===== src/rtl/trapezoid_pkg.sv =====
// Shared types and constants for the trapezoid scanline rasterizer.
package trapezoid_pkg;

    localparam int unsigned COORD_W = 8;
    localparam int unsigned ARITH_W = 10;

    typedef enum logic [2:0] {
        StIdle,
        StLoad1,
        StLoad2,
        StLoad3,
        StSetup,
        StRow,
        StEmit,
        StStep
    } state_e;

    typedef struct packed {
        logic [COORD_W-1:0] x;
        logic [COORD_W-1:0] y;
    } vertex_t;

    // Zero-extend a coordinate into the signed arithmetic width.
    function automatic logic signed [ARITH_W-1:0] widen(input logic [COORD_W-1:0] v);
        return {{(ARITH_W - COORD_W){1'b0}}, v};
    endfunction

endpackage


===== src/rtl/trapezoid_edge_dda.sv =====
// Exact rational edge tracker: position is q + r/dy with 0 <= r < dy, stepped by dx/dy per row.
module trapezoid_edge_dda
    import trapezoid_pkg::*;
(
    input  logic                      clk,
    input  logic                      reset,
    input  logic                      load,
    input  logic                      step,
    input  logic signed [ARITH_W-1:0] x0,
    input  logic signed [ARITH_W-1:0] dx,
    input  logic signed [ARITH_W-1:0] dy,
    input  logic                      ceil_mode,
    output logic signed [ARITH_W-1:0] x_bound,
    output logic                      done
);

    localparam logic signed [ARITH_W-1:0] One = 1;

    logic signed [ARITH_W-1:0] q_q;
    logic signed [ARITH_W-1:0] r_q;
    logic signed [ARITH_W-1:0] dx_q;
    logic signed [ARITH_W-1:0] dy_q;
    logic                      r_neg;
    logic                      r_over;

    assign r_neg  = r_q[ARITH_W-1];
    assign r_over = !r_neg && (dy_q != '0) && (r_q >= dy_q);

    // Normalisation runs one dy per cycle whenever the remainder is out of range.
    always_ff @(posedge clk) begin
        if (reset) begin
            q_q  <= '0;
            r_q  <= '0;
            dx_q <= '0;
            dy_q <= '0;
        end else if (load) begin
            q_q  <= x0;
            r_q  <= '0;
            dx_q <= dx;
            dy_q <= dy;
        end else if (step) begin
            r_q <= r_q + dx_q;
        end else if (r_over) begin
            r_q <= r_q - dy_q;
            q_q <= q_q + One;
        end else if (r_neg) begin
            r_q <= r_q + dy_q;
            q_q <= q_q - One;
        end
    end

    always_comb begin
        done    = !r_neg && !r_over;
        x_bound = (ceil_mode && (r_q != '0)) ? q_q + One : q_q;
    end

endmodule


===== src/rtl/trapezoid_render.sv =====
// Trapezoid scanline rasterizer: captures four vertices and streams one inside pixel per cycle.
module trapezoid_render
    import trapezoid_pkg::*;
(
    input  logic               clk,
    input  logic               reset,
    input  logic               nt,
    input  logic [COORD_W-1:0] xi,
    input  logic [COORD_W-1:0] yi,
    output logic               busy,
    output logic               po,
    output logic [COORD_W-1:0] xo,
    output logic [COORD_W-1:0] yo
);

    state_e               state_q, state_d;
    vertex_t [3:0]        vtx_q, vtx_d;
    logic [COORD_W-1:0]   y_q, y_d;
    logic                 busy_q, busy_d;
    logic                 po_q, po_d;
    logic [COORD_W-1:0]   xo_q, xo_d;
    logic [COORD_W-1:0]   yo_q, yo_d;
    logic                 dda_load;
    logic                 dda_step;
    logic                 last_row;

    logic signed [ARITH_W-1:0] dy;
    logic signed [ARITH_W-1:0] dx_l;
    logic signed [ARITH_W-1:0] dx_r;
    logic signed [ARITH_W-1:0] l_bound;
    logic signed [ARITH_W-1:0] r_bound;
    logic                      l_done;
    logic                      r_done;

    // vtx[0]=(xul,yu) vtx[1]=(xur,yu) vtx[2]=(xdl,yd) vtx[3]=(xdr,yd)
    assign dy       = widen(vtx_q[0].y) - widen(vtx_q[2].y);
    assign dx_l     = widen(vtx_q[0].x) - widen(vtx_q[2].x);
    assign dx_r     = widen(vtx_q[1].x) - widen(vtx_q[3].x);
    assign last_row = (y_q == vtx_q[0].y);

    trapezoid_edge_dda u_left (
        .clk       (clk),
        .reset     (reset),
        .load      (dda_load),
        .step      (dda_step),
        .x0        (widen(vtx_q[2].x)),
        .dx        (dx_l),
        .dy        (dy),
        .ceil_mode (1'b1),
        .x_bound   (l_bound),
        .done      (l_done)
    );

    trapezoid_edge_dda u_right (
        .clk       (clk),
        .reset     (reset),
        .load      (dda_load),
        .step      (dda_step),
        .x0        (widen(vtx_q[3].x)),
        .dx        (dx_r),
        .dy        (dy),
        .ceil_mode (1'b0),
        .x_bound   (r_bound),
        .done      (r_done)
    );

    always_ff @(posedge clk) begin
        if (reset) begin
            state_q <= StIdle;
            vtx_q   <= '0;
            y_q     <= '0;
            busy_q  <= 1'b0;
            po_q    <= 1'b0;
            xo_q    <= '0;
            yo_q    <= '0;
        end else begin
            state_q <= state_d;
            vtx_q   <= vtx_d;
            y_q     <= y_d;
            busy_q  <= busy_d;
            po_q    <= po_d;
            xo_q    <= xo_d;
            yo_q    <= yo_d;
        end
    end

    always_comb begin
        state_d  = state_q;
        vtx_d    = vtx_q;
        y_d      = y_q;
        busy_d   = busy_q;
        po_d     = po_q;
        xo_d     = xo_q;
        yo_d     = yo_q;
        dda_load = 1'b0;
        dda_step = 1'b0;

        unique case (state_q)
            StIdle: begin
                if (nt) begin
                    vtx_d[0] = vertex_t'{x: xi, y: yi};
                    state_d  = StLoad1;
                end
            end
            StLoad1: begin
                vtx_d[1] = vertex_t'{x: xi, y: yi};
                state_d  = StLoad2;
            end
            StLoad2: begin
                vtx_d[2] = vertex_t'{x: xi, y: yi};
                state_d  = StLoad3;
            end
            StLoad3: begin
                vtx_d[3] = vertex_t'{x: xi, y: yi};
                busy_d   = 1'b1;
                state_d  = StSetup;
            end
            StSetup: begin
                dda_load = 1'b1;
                y_d      = vtx_q[2].y;
                state_d  = StRow;
            end
            StRow: begin
                if (l_bound <= r_bound) begin
                    po_d    = 1'b1;
                    xo_d    = l_bound[COORD_W-1:0];
                    yo_d    = y_q;
                    state_d = StEmit;
                end else if (last_row) begin
                    busy_d  = 1'b0;
                    state_d = StIdle;
                end else begin
                    dda_step = 1'b1;
                    y_d      = y_q + 1'b1;
                    state_d  = StStep;
                end
            end
            StEmit: begin
                if (xo_q != r_bound[COORD_W-1:0]) begin
                    xo_d = xo_q + 1'b1;
                end else begin
                    po_d = 1'b0;
                    if (last_row) begin
                        busy_d  = 1'b0;
                        state_d = StIdle;
                    end else begin
                        dda_step = 1'b1;
                        y_d      = y_q + 1'b1;
                        state_d  = StStep;
                    end
                end
            end
            StStep: begin
                if (l_done && r_done) begin
                    state_d = StRow;
                end
            end
            default: state_d = StIdle;
        endcase
    end

    assign busy = busy_q;
    assign po   = po_q;
    assign xo   = xo_q;
    assign yo   = yo_q;

endmodule


===== config.mk =====
export PLATFORM = sky130hd
export DESIGN_NAME = trapezoid_render
export DESIGN_NICKNAME = d
export VERILOG_FILES = /design/src/rtl/trapezoid_pkg.sv /design/src/rtl/trapezoid_edge_dda.sv /design/src/rtl/trapezoid_render.sv
export SDC_FILE = /design/constraint.sdc
export NUM_CORES = 1
export LEC_CHECK = 0
export CORE_MARGIN = 1
export CORE_UTILIZATION = 60
export DETAILED_ROUTE_END_ITERATION = 8
export PLACE_DENSITY = 0.78
export SLEW_MARGIN = 20
export SYNTH_ARGS = -nofsm -noshare
export SYNTH_HDL_FRONTEND = slang
export SYNTH_SLANG_ARGS = --single-unit

===== constraint.sdc =====
create_clock -name clk -period 7.86 [get_ports clk]
set_input_delay 1.572 -clock clk [delete_from_list [all_inputs] [get_ports clk]]
set_output_delay 1.572 -clock clk [all_outputs]
set_load 0.01 [all_outputs]

### After elaboration in Yosys (flattened, before gate mapping)

Index checks and enable logic that the tools add are counted.

| word-level totals | value |
|---|---|
| flip-flop bits (word level) | 147 |
| input port bits | 19 |
| output and inout port bits | 18 |
| logic and storage cells | 133 |

| operators by class | value |
|---|---|
| add/sub/neg operators | 15 |
| order comparisons | 3 |
| equal/unequal tests | 16 |
| multiplexer cells | 40 |
| bitwise gates (word level) | 1 |
| reduce and logical (&&, ||, !) cells | 35 |

Operators by type and width:

| operator | number |
|---|---|
| $mux 10 | 11 |
| $mux 8 | 9 |
| $add 10x10->10 | 4 |
| $sub 8x8->9 | 3 |
| $pmux 3 s8 | 1 |
| $pmux 8 s3 | 1 |
| $add 10x2->10 const B | 2 |
| $ge 10x10->1 | 2 |
| $reduce_bool 10->1 | 2 |
| $sub 10x10->10 | 2 |
| $sub 10x2->10 const B | 2 |
| $reduce_bool 3->1 | 6 |
| $add 8x1->8 const B | 2 |
| $pmux 8 s2 | 1 |
| $mux 3 | 5 |
| $reduce_and 3->1 | 5 |
| $ne 2x2->1 const B | 7 |
| $eq 3x3->1 const B | 4 |
| $reduce_and 2->1 | 6 |
| $le 10x10->1 | 1 |
| $mux 1 | 9 |
| $eq 8x8->1 | 1 |
| $ne 8x8->1 | 1 |
| $logic_and 1x1->1 | 7 |
| 9 further kinds | 16 |

### Depth between registers and ports, before layout

| depth | value |
|---|---|
| depth in word-level cells | 8 |
| mapped depth | 16 |
| mapped depth without buffers | 16 |

### Hierarchy

Synthesis repeated with hierarchy kept, for this count alone.

| unflattened totals | value |
|---|---|
| cell total of the unflattened synthesis | 1509 |
| area, all modules | 11782.6 µm² |

Modules (own cells, without submodules):

| module | instances | cells an instance | area an instance (µm²) | sequential area each (µm²) |
|---|---|---|---|---|
| trapezoid_render | 1 | 611 | 4618.2 | 1541.5 |
| trapezoid_edge_dda at u_right | 1 | 461 | 3668.5 | 800.8 |
| trapezoid_edge_dda at u_left | 1 | 437 | 3495.9 | 800.8 |

### Worst setup path before layout

Ideal clock, no wire load.

| timing path | value |
|---|---|
| path kind | register to register |
| from | reg u_right.dy_q[1] |
| to | reg u_right.q_q[9] |
| library setup time | 70 ps |
| arrival | 3721 ps |
| data required time | 7790 ps |
| setup slack | 4068 ps |
| stages on the path, launching flop included | 16 |
| path buffers | 1 |
| period minus slack after synthesis | 3792 ps |
| cells stage by stage | dfxtp_1 > inv_1 > ha_1 > nand3_1 > nor3_1 > o311a_2 > nor2_4 > clkbuf_1 > ha_1 > a21o_1 > a211oi_1 > o21ai_0 > a41oi_1 > xnor2_1 > or3_1 > a21oi_1 |

| on the way | value |
|---|---|
| longest elaborated chain between the ends | 5 |
| elaborated cells on any way between the ends | 7 |
| those cells by class | order compare (1); mux (1); reduce/logical (5) |

RTL lines:

| what | RTL line | source |
|---|---|---|
| start, declared | trapezoid_edge_dda.sv:22 | `logic signed [ARITH_W-1:0] dy_q;` |
| start signal, assigned | trapezoid_edge_dda.sv:40 | `dy_q <= dy;` |
| branches (longest 2 deep; another with $ge 10x10->1) | -- |  |
| $logic_and 1x1->1 * | trapezoid_edge_dda.sv:27 | `assign r_over = !r_neg && (dy_q != '0) && (r_q >= dy_q);` |
| $reduce_bool 2->1 (no source line) | -- |  |
| $reduce_and 2->1 (no source line) | -- |  |
| end signal, assigned | trapezoid_edge_dda.sv:45 | `q_q <= q_q + One;` |
| end signal, assigned | trapezoid_edge_dda.sv:48 | `q_q <= q_q - One;` |
| end, declared | trapezoid_edge_dda.sv:19 | `logic signed [ARITH_W-1:0] q_q;` |

Every way passes the cells marked *.
A chain may end at the register's enable or synchronous reset.

### Worst setup path in the final report

| timing path | value |
|---|---|
| from | reg u_left.r_q[4] |
| to | reg u_left.r_q[9] |

| on the way | value |
|---|---|
| longest elaborated chain between the ends | 6 |
| elaborated cells on any way between the ends | 13 |
| those cells by class | add/sub (3); order compare (2); mux (6); reduce/logical (2) |

RTL lines:

| what | RTL line | source |
|---|---|---|
| start, declared | trapezoid_edge_dda.sv:20 | `logic signed [ARITH_W-1:0] r_q;` |
| start signal, assigned | trapezoid_edge_dda.sv:42 | `r_q <= r_q + dx_q;` |
| start signal, assigned | trapezoid_edge_dda.sv:44 | `r_q <= r_q - dy_q;` |
| start signal, assigned | trapezoid_edge_dda.sv:47 | `r_q <= r_q + dy_q;` |
| $reduce_bool 10->1 | trapezoid_edge_dda.sv:54 | `x_bound = (ceil_mode && (r_q != '0)) ? q_q + One : q_q;` |
| $mux 10 | trapezoid_edge_dda.sv:54 |  |
| $le 10x10->1 | trapezoid_render.sv:124 | `if (l_bound <= r_bound) begin` |
| $mux 1 | trapezoid_render.sv:124 |  |
| $pmux 1 s2 | trapezoid_render.sv:98 | `unique case (state_q)` |
| $mux 10 * | trapezoid_edge_dda.sv:41 | `end else if (step) begin` |

Mark *: on every way between the ends. The rest lies on a longest branch, timed or not. The select of a mux whose other input is x is not followed.

==> run metrics <==
total die area=~18000 um2; vias=approximately 9.8k; Post-synth EDFFs=0; critical path launch point type=register; antenna viol nets, final=0; mux contribution to synthesized area=2.75%; syn_nets=1477; Area after DPL=11000 um2; Yosys top cell by area=dfxtp_1; Synth Area in Adders=about 14%; number of global-route vias before repair=8906; crit path time final=about 4.5 ns; most frequent cells after synthesis=145 x nand2_1, 144 x dfxtp_1, 124 x a21oi_1; CP endpoint kind=register; Slew Limit Fails=0; initial antenna violation count=0; WHS Path Cells=2; Inserted Diodes=0; sequential power share=roughly a fifth; Critical Path RT=8.20 ns; Synth cell types=79; Routed WL=28600 um; # hold bufs at CTS=0; largest net degree at the start of global routing=88; post-synthesis async set-or-reset flop share=0%; GP Congestion=0.949; GRT Util Overall=32.2%; IO Port Bufs=36; Syn Inst Count=1346; Pwr Total=5590 uW; num rows=48; global-route wire length before repair=46000 um; Final Cycle Share=57.7%; Sw Pwr=2770 uW; Sw Share=49.5%; measured slew at the worst slew-check pin=1.13 ns; Fillers=1453; nets=1471; final hold vios=0; YS warnings=0; Clock Skew=0.0115 ns; Worst slew margin=~25%; # DRC=0; Post-CTS Setup Repair Bufs=0; chip height=135 um; number of I/O pins=37; WL/cell=18.2 um; top-count cell post-synth=nand2_1; Syn-to-layout area delta=9.00%; Storage cell area=2880 um2; Max Cap Viol=0; Pwr Density=483 nW/um2; Seq/Total Area, Yosys=27.2%; CTS tree=yes; Core Region=17300 um2; Yosys top cell area share=between 20% and 30%; FF-to-FF setup slack=about 3.3 ns; CTS resizes=0; #FFs+latches synth=144; Syn Area/Cell=about 7.9 um2; Clock Path Buffers=2; fmax=~220 MHz; GRT overflow=0; Hold WC Path Type=register to register; internal power=2830 uW; Initial Utilization=around 61%; H-tree levels=4; Crit Path Max Fanout=21; HPWL after detailed placement=around 21000 um; Synth Area in Simple Gates=21.0%; Gate power share=65.5%; Final Util=66.9%; TNS Setup=0 ns; status=finished, final reports clean; final number of setup-violating endpoints=0; Sink Count=~140; Worst VDD drop=about 0.00029 V; Die W=approximately 140 um; Static Leak=0.00456 uW; dominant cells by area after synthesis=dfxtp_1 27%, ha_1 12%, a21oi_1 5.8%; worst skew pair latency=0.43 ns; post-synthesis compound-gate area fraction=23.5%; layout cells sized above 1=5.69%; DR pass1 iterations=5; Post-Syn Area=roughly 11000 um2; hold_ws=~0.47 ns; Root Buffer=clkbuf_16; CTS clk-pin slew, worst paths=0.07 ns; FF-to-FF path depth=12; Arr. time, crit path=4.88 ns; Main synth FF type=dfxtp_1; DRT iter0 DRCs=781; TritonCTS Buffers=17; largest family of logic cells by synthesized area=compound AO/OA/AOI/OAI gates; Setup Crit Path Kind=register to register; Clk pwr share=14.3%; area of the multi-input gates=7090 um2; vias per cell=6.23; post-route cell area=between 10000 and 15000 um2; RSZ-0062 raised after global routing=no; Post-Synth XOR/XNOR Area=5.53%
-- power by group through the flow --
stage / combinational [uW] / clock (uW) / sequential [uW]
2_1_floorplan: 2920 / 0 / 1040
3_3_place_gp: 3510 / 0 / 1130
3_5_place_dp: 3580 / 0 / 1140
4_1_cts: 3610 / 805 / 1120
5_1_grt: 4050 / 831 / 1150
6_report: 3660 / 802 / 1130
-- through the flow --
stage	std cells	setup slack [ns]
5_1_grt	1578	3.03
3_5_place_dp	1546	3.45
2_1_floorplan	1346	4.07
6_report	1578	3.33
3_3_place_gp	1546	3.61
4_1_cts	1578	3.44
-- worst paths after layout --
| kind | from | to |
|---|---|---|
| setup / recovery | u_left.r_q[4] | u_left.r_q[9] |
| hold / removal | vtx_q[13] | vtx_q[13] |
| setup reg to reg | u_left.r_q[4] | u_left.r_q[9] |
| hold reg to reg | vtx_q[13] | vtx_q[13] |
-- worst max-delay path: stages (launching register included) --
cell       delay, ns
dfxtp_1         0.36
nor4_1          0.86
nand3_1         0.43
nand4_1         0.27
nor2_1          0.08
xor2_1          0.15
ha_1            0.33
nand4_1         0.12
a31oi_1         0.24
o2111ai_2       0.28
nand2_1         0.71
nand2_1         0.28
o32ai_1         0.34
-- flip-flops by register name (all words and copies together), names as in the netlist --
name / cells
vtx_q: 48
u_left.q_q: 10
u_left.r_q: 10
u_right.q_q: 10
u_right.r_q: 10
u_left.dx_q: 9
u_right.dx_q: 9
u_right.dy_q: 9
xo: 8
y_q: 8
yo: 8
state_q: 3
busy: 1
po: 1
-- cell type report --
| class | instances | area share [%] |
|---|---|---|
| clock inverters | 12 | 1.08 |
| inverters | 96 | 3.14 |
| repair buffers | 40 | 3.35 |
| clock buffers | 20 | 3.86 |
| well taps | 225 | 2.43 |
| flip-flops and latches | 144 | 24.9 |
| multi-input cells | 1041 | 61.2 |
-- logic make-up after synthesis --
group                      count (synthesis)
adders and majority gates                112
DFF                                      144
AOI/OAI and AO/OA                        378
buffers and inverters                    161
xor gates and xnor gates                  67
and+or+nand+nor                          455
muxes                                     29
-- placed cells by master (no fill, tap or decap), types with 10 or more instances in the layout --
cell type,n
nor2_1,110
or2_2,11
clkdlybuf4s50_1,35
o21ai_0,64
inv_1,94
nor3_1,38
nand2_1,144
a211oi_1,28
a21oi_1,124
clkbuf_16,17
xor2_1,24
o211ai_1,14
nand3_1,26
xnor2_1,43
or3_1,21
dfxtp_1,144
fa_1,10
and2_1,13
a31oi_1,15
nor3b_1,14
ha_1,102
a21o_1,17
mux2i_1,28
nor2b_1,22
a21boi_0,12
and3_1,11
-- layer usage --
metal | part of all wire, % | wire, um | up-vias | global-route usage, %
li1 | - | - | 4798 | -
met1 | 47 | 13500 | 4638 | 45.0
met2 | 45 | 12700 | 336 | 50.2
met3 | 5.9 | 1680 | 58 | 4.95
met4 | 2.6 | 739 | 0 | 11.7
met5 | 0 | 0 | - | 0
(Power assumes the default switching activity.)
